`src/rtl/mmio_uart_tx_if.sv`:
```
// MEM-stage load/store port into the memory-mapped UART transmitter.
// The CPU side is the master; the UART block is the slave.
interface mmio_uart_tx_if;
    logic        mem_write;
    logic        mem_read;
    logic [31:0] addr;
    logic [31:0] wdata;
    logic [31:0] rdata;

    modport master (output mem_write, mem_read, addr, wdata, input rdata);
    modport slave  (input mem_write, mem_read, addr, wdata, output rdata);
endinterface

```
`src/rtl/mmio_uart_tx.sv`:
```
// Memory-mapped UART transmitter: byte FIFO fed by stores, LSB-first 8N1 serializer, polled status word.
// Define UART_TX_PARITY_EN to insert an even-parity bit before the stop bit (8E1).
module mmio_uart_tx #(
    parameter int          CLKS_PER_BIT = 868,
    parameter int          FIFO_DEPTH   = 16,
    parameter logic [31:0] TXDATA_ADDR  = 32'h2000_0000,
    parameter logic [31:0] STATUS_ADDR  = 32'h2000_0004
) (
    input  logic           clk,
    input  logic           rst_n,
    mmio_uart_tx_if.slave  bus,
    output logic           txd
);
    localparam int PTR_W  = $clog2(FIFO_DEPTH);
    localparam int CNT_W  = PTR_W + 1;
    localparam int BAUD_W = $clog2(CLKS_PER_BIT);

    localparam logic [2:0] S_IDLE   = 3'd0;
    localparam logic [2:0] S_START  = 3'd1;
    localparam logic [2:0] S_DATA   = 3'd2;
`ifdef UART_TX_PARITY_EN
    localparam logic [2:0] S_PARITY = 3'd3;
`endif
    localparam logic [2:0] S_STOP   = 3'd4;

    logic [7:0]        r_mem [FIFO_DEPTH];
    logic [PTR_W-1:0]  r_wr_ptr, r_rd_ptr;
    logic [CNT_W-1:0]  r_count;
    logic              r_ovf;
    logic [31:0]       r_rdata;
    logic [2:0]        r_state;
    logic [BAUD_W-1:0] r_baud;
    logic [2:0]        r_bit_idx;
    logic [7:0]        r_shift;
    logic              r_txd;
`ifdef UART_TX_PARITY_EN
    logic              r_par;
`endif

    logic       w_push_req, w_st_rd, w_tx_rd;
    logic       w_full, w_empty, w_busy, w_bit_end;
    logic       w_pop, w_push, w_drop;
    logic [7:0] w_head, w_cnt8;

    assign w_push_req = bus.mem_write && (bus.addr == TXDATA_ADDR);
    assign w_st_rd    = bus.mem_read  && (bus.addr == STATUS_ADDR);
    assign w_tx_rd    = bus.mem_read  && (bus.addr == TXDATA_ADDR);
    assign w_full     = (r_count == CNT_W'(FIFO_DEPTH));
    assign w_empty    = (r_count == '0);
    assign w_busy     = (r_state != S_IDLE) || !w_empty;
    assign w_bit_end  = (r_baud == BAUD_W'(CLKS_PER_BIT - 1));
    assign w_head     = r_mem[r_rd_ptr];
    assign w_cnt8     = 8'(r_count);

    // Pops happen from IDLE or at the last stop-bit cycle, so frames chain without a gap.
    assign w_pop  = !w_empty && ((r_state == S_IDLE) || ((r_state == S_STOP) && w_bit_end));
    // A pop in the same cycle frees a slot, so a push into a full FIFO still lands.
    assign w_push = w_push_req && (!w_full || w_pop);
    assign w_drop = w_push_req && !w_push;

    always_ff @(posedge clk) begin
        if (w_push) r_mem[r_wr_ptr] <= bus.wdata[7:0];
    end

    always_ff @(posedge clk or negedge rst_n) begin
        if (!rst_n) begin
            r_wr_ptr <= '0;
            r_rd_ptr <= '0;
            r_count  <= '0;
        end else begin
            if (w_push) r_wr_ptr <= r_wr_ptr + PTR_W'(1);
            if (w_pop)  r_rd_ptr <= r_rd_ptr + PTR_W'(1);
            case ({w_push, w_pop})
                2'b10:   r_count <= r_count + CNT_W'(1);
                2'b01:   r_count <= r_count - CNT_W'(1);
                default: r_count <= r_count;
            endcase
        end
    end

    always_ff @(posedge clk or negedge rst_n) begin
        if (!rst_n) begin
            r_ovf   <= 1'b0;
            r_rdata <= '0;
        end else begin
            if (w_drop)       r_ovf <= 1'b1;
            else if (w_st_rd) r_ovf <= 1'b0;
            if (w_st_rd)      r_rdata <= {16'h0, w_cnt8, 5'h0, r_ovf, w_full, w_busy};
            else if (w_tx_rd) r_rdata <= '0;
        end
    end

    always_ff @(posedge clk or negedge rst_n) begin
        if (!rst_n) begin
            r_state   <= S_IDLE;
            r_baud    <= '0;
            r_bit_idx <= '0;
            r_shift   <= '0;
            r_txd     <= 1'b1;
`ifdef UART_TX_PARITY_EN
            r_par     <= 1'b0;
`endif
        end else if (r_state == S_IDLE) begin
            if (w_pop) begin
                r_shift <= w_head;
                r_baud  <= '0;
                r_state <= S_START;
                r_txd   <= 1'b0;
`ifdef UART_TX_PARITY_EN
                r_par   <= ^w_head;
`endif
            end
        end else if (!w_bit_end) begin
            r_baud <= r_baud + BAUD_W'(1);
        end else begin
            r_baud <= '0;
            case (r_state)
                S_START: begin
                    r_state   <= S_DATA;
                    r_bit_idx <= '0;
                    r_txd     <= r_shift[0];
                end
                S_DATA: begin
                    r_shift <= r_shift >> 1;
                    if (r_bit_idx == 3'd7) begin
`ifdef UART_TX_PARITY_EN
                        r_state <= S_PARITY;
                        r_txd   <= r_par;
`else
                        r_state <= S_STOP;
                        r_txd   <= 1'b1;
`endif
                    end else begin
                        r_bit_idx <= r_bit_idx + 3'd1;
                        r_txd     <= r_shift[1];
                    end
                end
`ifdef UART_TX_PARITY_EN
                S_PARITY: begin
                    r_state <= S_STOP;
                    r_txd   <= 1'b1;
                end
`endif
                S_STOP: begin
                    if (w_pop) begin
                        r_shift <= w_head;
                        r_state <= S_START;
                        r_txd   <= 1'b0;
`ifdef UART_TX_PARITY_EN
                        r_par   <= ^w_head;
`endif
                    end else begin
                        r_state <= S_IDLE;
                        r_txd   <= 1'b1;
                    end
                end
                default: begin
                    r_state <= S_IDLE;
                    r_txd   <= 1'b1;
                end
            endcase
        end
    end

    assign txd       = r_txd;
    assign bus.rdata = r_rdata;
endmodule

```
`src/flat_wrapper.sv`:
```
// flat-port wrapper written by rule: the top's interface ports become plain ports
module mmio_uart_tx_flat 
#(
    parameter int          CLKS_PER_BIT = 868,
    parameter int          FIFO_DEPTH   = 16,
    parameter logic [31:0] TXDATA_ADDR  = 32'h2000_0000,
    parameter logic [31:0] STATUS_ADDR  = 32'h2000_0004
)
  (clk, rst_n, txd, bus_mem_write, bus_mem_read, bus_addr, bus_wdata, bus_rdata);
  mmio_uart_tx_if bus_i ();
  input  logic clk;
  input  logic rst_n;
  output logic txd;
  input wire logic [$bits(bus_i.mem_write)-1:0] bus_mem_write;
  input wire logic [$bits(bus_i.mem_read)-1:0] bus_mem_read;
  input wire logic [$bits(bus_i.addr)-1:0] bus_addr;
  input wire logic [$bits(bus_i.wdata)-1:0] bus_wdata;
  output wire logic [$bits(bus_i.rdata)-1:0] bus_rdata;
  assign bus_i.mem_write = bus_mem_write;
  assign bus_i.mem_read = bus_mem_read;
  assign bus_i.addr = bus_addr;
  assign bus_i.wdata = bus_wdata;
  assign bus_rdata = bus_i.rdata;
  mmio_uart_tx #(.CLKS_PER_BIT(CLKS_PER_BIT), .FIFO_DEPTH(FIFO_DEPTH), .TXDATA_ADDR(TXDATA_ADDR), .STATUS_ADDR(STATUS_ADDR)) u_core (.clk(clk), .rst_n(rst_n), .bus(bus_i), .txd(txd));
endmodule
```
`config.mk`:
```
export PLATFORM = sky130hd
export DESIGN_NAME = mmio_uart_tx_flat
export DESIGN_NICKNAME = d
export VERILOG_FILES = /design/src/rtl/mmio_uart_tx_if.sv /design/src/rtl/mmio_uart_tx.sv /design/src/flat_wrapper.sv
export SDC_FILE = /design/constraint.sdc
export NUM_CORES = 1
export LEC_CHECK = 0
export CORE_MARGIN = 2
export CORE_UTILIZATION = 57
export DETAILED_ROUTE_END_ITERATION = 8
export GPL_TIMING_DRIVEN = 0
export PLACE_DENSITY_LB_ADDON = 0.05
export SYNTH_ARGS = -nofsm -noshare
export SYNTH_HDL_FRONTEND = slang
export SYNTH_SLANG_ARGS = --single-unit
export TNS_END_PERCENT = 5
```
`constraint.sdc`:
```
create_clock -name clk -period 9.27 [get_ports clk]
set_clock_uncertainty 0.1 [all_clocks]
set_input_delay 0.927 -clock clk [delete_from_list [all_inputs] [get_ports clk]]
set_output_delay 0.927 -clock clk [all_outputs]
set_load 0.03 [all_outputs]
```
## Word-level counts from Yosys, hierarchy flattened

Memory sizes are Yosys's and may differ from the RTL's.
Index checks and enable logic that the tools add are counted.

| word-level totals | value |
|---|---|
| register bits after elaboration | 71 |
| latch bits | 0 |
| bits in writable memories | 128 |
| memory bits (read-only) | 0 |
| bits of input ports | 68 |
| logic and storage cells | 85 |
| memories kept | 1 |

| cells by class | value |
|---|---|
| add/sub/neg operators | 6 |
| multipliers | 0 |
| divide/modulo/power cells | 0 |
| magnitude comparators | 0 |
| eq/ne operators | 13 |
| shift-type cells | 0 |
| muxes and demuxes | 28 |
| bitwise gates (word level) | 1 |
| reductions and logical operators | 26 |

Memory list:

| memory | words | width | read ports | clocked after Yosys merged registers in | write ports | line | source |
|---|---|---|---|---|---|---|---|
| u_core.r_mem | 16 | 8 | 1 | 0 | 1 | mmio_uart_tx.sv:26 | `logic [7:0] r_mem [FIFO_DEPTH];` |

Operators with widths:

| operator | number |
|---|---|
| == test 32 x 30 -> 1 bit, second input constant | 2 |
| two-way mux 32 bit | 2 |
| two-way mux 10 bit | 3 |
| two-way mux 8 bit | 3 |
| case mux 8 bit (2 select lines) | 1 |
| two-way mux 3 bit | 5 |
| adder 10 x 1 -> 10 bit, second input constant | 1 |
| == test 10 bit, second input constant | 1 |
| two-way mux 1 bit | 10 |
| case mux 5 bit (2 select lines) | 1 |
| nonzero test 2 bit | 5 |
| case mux 3 bit (3 select lines) | 1 |
| adder 4 x 1 -> 4 bit, second input constant | 2 |
| logical AND 1 bit | 7 |
| == test 3 bit, second input constant | 2 |
| case mux 3 bit (2 select lines) | 1 |
| nonzero test 3 bit | 2 |
| adder 5 x 1 -> 5 bit, second input constant | 1 |
| == test 5 bit, second input constant | 1 |
| zero test 5 bit | 1 |
| subtractor 5 x 1 -> 5 bit, second input constant | 1 |
| AND reduction 2 bit | 2 |
| AND reduction 4 bit | 1 |
| adder 3 x 1 -> 3 bit, second input constant | 1 |
| 13 further kinds | 17 |

## Longest topological paths before layout

| logic depth | value |
|---|---|
| depth after elaboration | 9 |
| gate-level depth with buffers | 12 |

## Worst setup path after synthesis

No wires, ideal clock.

| timing path | value |
|---|---|
| path type | input-to-reg |
| from | input port bus_addr[13] |
| to | register u_core.r_count[4] |
| setup time | 149 ps |
| arrival | 3,189 ps |
| slack | 5,832 ps |
| stages | 10 |
| buffers on the path | 0 |
| cells stage by stage | nor4_1 nand4_1 nor4_4 nor2_8 fa_1 a21o_1 a21o_1 or2_2 o211ai_1 o311ai_0 |

| between the ends | value |
|---|---|
| cells in the longest elaborated chain, start to end | 5 |
| elaborated cells on any way between the ends | 7 |
| classes of those cells | 3 x eq/ne; 1 x mux; 3 x reduce/logical |

RTL lines:

| element | line | source |
|---|---|---|
| start, declared | flat_wrapper.sv:16 | `input wire logic [$bits(bus_i.addr)-1:0] bus_addr;` |
| == test 32 x 30 -> 1 bit (*) | mmio_uart_tx.sv:45 | `assign w_push_req = bus.mem_write && (bus.addr == TXDATA_ADDR);` |
| logical AND 1 bit (*) | mmio_uart_tx.sv:45 |  |
| logical AND 1 bit (*) | mmio_uart_tx.sv:58 | `assign w_push = w_push_req && (!w_full \|\| w_pop);` |
| == test 2 x 1 -> 1 bit or == test 2 bit (tied branches) | mmio_uart_tx.sv:73 | `case ({w_push, w_pop})` |
| case mux 5 bit (2 select lines) or nonzero test 2 bit (tied branches) | - |  |
| end signal, assigned | mmio_uart_tx.sv:74 | `2'b10: r_count <= r_count + CNT_W'(1);` |
| end signal, assigned | mmio_uart_tx.sv:75 | `2'b01: r_count <= r_count - CNT_W'(1);` |
| end signal, assigned | mmio_uart_tx.sv:76 | `default: r_count <= r_count;` |
| end, declared | mmio_uart_tx.sv:28 | `logic [CNT_W-1:0] r_count;` |

Mark *: on every way between the ends. The rest lies on a longest branch, timed or not.
A chain may end at the register's enable or synchronous reset.

## Worst setup path in the final report

| timing path | value |
|---|---|
| from | input port bus_addr[0] |
| to | memory u_core.r_mem[1][2] (enable) |

| between the ends | value |
|---|---|
| cells in the longest elaborated chain, start to end | 5 |

RTL lines:

| element | line | source |
|---|---|---|
| == test 32 x 30 -> 1 bit | mmio_uart_tx.sv:45 |  |
| logical AND 1 bit | mmio_uart_tx.sv:45 |  |
| logical AND 1 bit | mmio_uart_tx.sv:58 |  |
| two-way mux 1 bit | mmio_uart_tx.sv:62 | `if (w_push) r_mem[r_wr_ptr] <= bus.wdata[7:0];` |
| two-way mux 1 bit (not written as such) | mmio_uart_tx.sv:62 |  |
| end, declared | mmio_uart_tx.sv:26 |  |

Every way passes these cells.

==> flow_summary.json <==
{
  "clkLatencyLatePin_ns": 0.43,
  "synthArstFlopShare_pct": 26.9,
  "top_layer_used": "met4",
  "period_share_pct": 44.6,
  "final_cell_mix": "128 x edfxtp_1, 50 x clkdlybuf4s50_1, 46 x dfrtp_1",
  "outcome": "finished clean",
  "port_buffers": 51,
  "worst_hold_slack_ns": 0.360,
  "maxSlewViolCount": 0,
  "first_pass_iters": 5,
  "drcViolationCount": 0,
  "post-place-ws_ns": 4.68,
  "clkSlewWorstSetupHoldPaths_ns": 0.06,
  "viasPerCell": 5.61,
  "ff2ff_setup_slack_ns": 5.45,
  "crit_path_top_delay_cell": "nor3_1",
  "post_cts_buffers": 0,
  "gp_congestion": 0.786,
  "wl_mm": 15.3,
  "crit_type": "primary input to register",
  "end_kind": "register",
  "layout.nets": 689,
  "die_h_um": 120,
  "die_w_um": 120,
  "clkSinkCount": 175,
  "drive_gt1_share_pct": 18.5,
  "grt_max_degree": 29,
  "r2r_start": "u_core.r_baud[0]",
  "setup_viol": 0,
  "hold_viol": 0,
  "cp_cell_sequence": "clkdlybuf4s50_1 > nor4_1 > nand4_1 > nor4_4 > o21a_1 > buf_2 > nand2_1 > nor3_1",
  "io_pins": 101,
  "synth_edf_count": 128,
  "fp.coreArea_um2": 13100,
  "wl_met2_mm": 7.75,
  "dieArea_um2": 14300,
  "final_util_pct": 69.0,
  "overflow": 0,
  "synth_seq_cells": 175,
  "holdBufCountCts": 0,
  "irDropWorstVdd_uv": 193,
  "vias": 4473,
  "syn_area_um2": 7630,
  "syn_to_final_growth_pct": 18.7,
  "cts_max_level": 4,
  "synthFlopType": "edfxtp_1",
  "path_max_fanout": 9,
  "initial_core_util_pct": 58.1,
  "relSlewSlack_pct": 6.95,
  "syn_area_per_cell_um2": 14.8,
  "core.rowCount": 42,
  "wl_per_cell_um": 19.1,
  "slowest_delay_ns": 1.07,
  "yosys_warnings": 0,
  "cts_resized": 0,
  "route.met3.wl_um": 820,
  "worstPathArrival_ns": 4.06,
  "max_freq_mhz": 242,
  "antenna_found_initial": 0,
  "r2r-end": "u_core.r_mem[1][2]",
  "drt-met1-wl_mm": 6.47,
  "synthCells": 514,
  "min_path_type": "primary input to async pin",
  "grt_first_pass_wirelength_mm": 24.2,
  "ff2ff_path_depth": 8,
  "ant_nets": 0,
  "leakage_nw": 3.41,
  "place_area_um2": 8460,
  "numCtsBuffers": 17,
  "powerDensity_nw_per_um2": 177,
  "cap_viol_max_count": 0,
  "grt_util_all_layers_pct": 22.6,
  "final_common_cell": "edfxtp_1",
  "clk_path_buf_depth": 2,
  "path_buf_inv": 2,
  "cp.required_ns": 9.20,
  "crit_family": "simple AND/OR/NAND/NOR gates",
  "layout_setup_ws_ns": 5.14,
  "grt_pass1_vias": 4588,
  "period_minus_slack_ns": 4.13,
  "setup.worst_path.start_class": "primary input",
  "ys_types": 57,
  "worst_pin_slew_ns": 1.39,
  "final.setup.tns_ns": 0,
  "final_area_um2": 9060,
  "ys_seq_area_share_pct": 65.8,
  "drt_iter0_drc": 380,
  "antennaDiodeCount": 0,
  "clockRootBuffer": "clkbuf_16",
  "dp_hpwl_mm": 10.5,
  "rsz0062_at_grt": "no",
  "cts_tree": "yes"
}
worst max path at each step:
stage                      start                  to  slack, ns  depth (start not counted)
CTS                  bus_addr[0]  u_core.r_mem[1][2]       5.12                          8
finish               bus_addr[0]  u_core.r_mem[1][2]       5.14                          8
global route         bus_addr[4]  u_core.r_mem[3][2]       4.89                          8
global placement     bus_addr[0]  u_core.r_mem[3][1]       4.70                          8
floorplan           bus_addr[13]   u_core.r_count[4]       5.83                         10
detailed placement   bus_addr[0]  u_core.r_mem[1][1]       4.68                          8
synth_stat cells (2+ instances only):
master,instances,area share (%)
ha_1,11,1.8
a21oi_1,8,0.52
and3_1,5,0.41
a21o_1,5,0.49
inv_1,13,0.64
buf_2,7,0.46
dfrtp_1,46,15
nand3_1,21,1.4
mux4_2,25,7.4
o21ai_0,36,2.4
edfxtp_1,128,50
mux2_4,3,0.59
nor4_1,8,0.66
o211ai_1,2,0.20
nor3_1,7,0.46
mux2_2,5,0.74
buf_1,5,0.25
a221oi_1,5,0.57
nand2_1,27,1.3
nand4_1,6,0.49
mux2i_1,17,2.2
o22ai_1,2,0.16
nand2b_1,7,0.57
xnor2_1,8,0.92
o31ai_1,3,0.30
or2_2,4,0.33
xor2_1,3,0.34
o221a_2,5,0.74
a22oi_1,5,0.49
nor2_1,25,1.2
clkbuf_1,12,0.59
buf_4,25,2.5
final cells by class:
| class | instances | area (µm²) |
|---|---|---|
| well taps | 176 | 220 |
| fillers | 932 | 4080 |
| plain buffers | 50 | 298 |
| clock buffers | 21 | 450 |
| inverters | 13 | 48.8 |
| multi-input cells | 299 | 2350 |
| flip-flops and latches | 175 | 5020 |
| repair buffers | 53 | 533 |
| clock inverters | 11 | 134 |
logic make-up (layout without fill, tap and decap cells):
family	Yosys count	after routing	share of synthesized area (%)
DFF	175	175	65.8
other	1	24	0.0491
AOI/OAI and AO/OA	81	81	7.05
muxes	50	50	10.9
and+or+nand+nor	121	121	8.28
xor gates and xnor gates	11	11	1.26
buffers and inverters	63	148	4.54
adders and majority gates	12	12	2.07
metal layers:
metal  vias to the layer above  GRT usage, %
met4                         0          6.18
met1                      2234          28.9
met5                         -             0
li1                       2099             -
met3                        16          6.32
met2                       124          38.2
power by group:
part	internal [mW]	leakage (nW)	total, mW	switching (mW)
logic	0.0235	1.44	0.0530	0.0296
clock network	0.408	0.277	0.707	0.299
registers	0.841	1.69	0.841	0.00000000109
flip-flops by register name (all words and copies together) (netlist names):
name,cells
u_core.bus.rdata,8
u_core.r_count,5
u_core.r_rd_ptr,4
u_core.r_wr_ptr,4
u_core.r_shift,8
u_core.r_state,3
u_core.r_ovf,1
u_core.r_baud,10
u_core.r_bit_idx,3
u_core.r_mem,128
u_core.txd,1
worst register-to-register path: cells and delay by family (launching register included):
family | cells | cell delay (ns)
simple gates | 4 | 2.08
flops | 1 | 0.40
fa+ha+maj | 1 | 0.22
compound gates | 2 | 0.40
buf+inv | 1 | 0.24
through the flow:
| stage | total power, mW | instances |
|---|---|---|
| global placement | 0.909 | 764 |
| global route | 1.64 | 798 |
| CTS | 1.61 | 797 |
| detailed placement | 0.911 | 765 |
| floorplan | 0.880 | 537 |
| finish | 1.60 | 798 |
(Power assumes the default switching activity.)
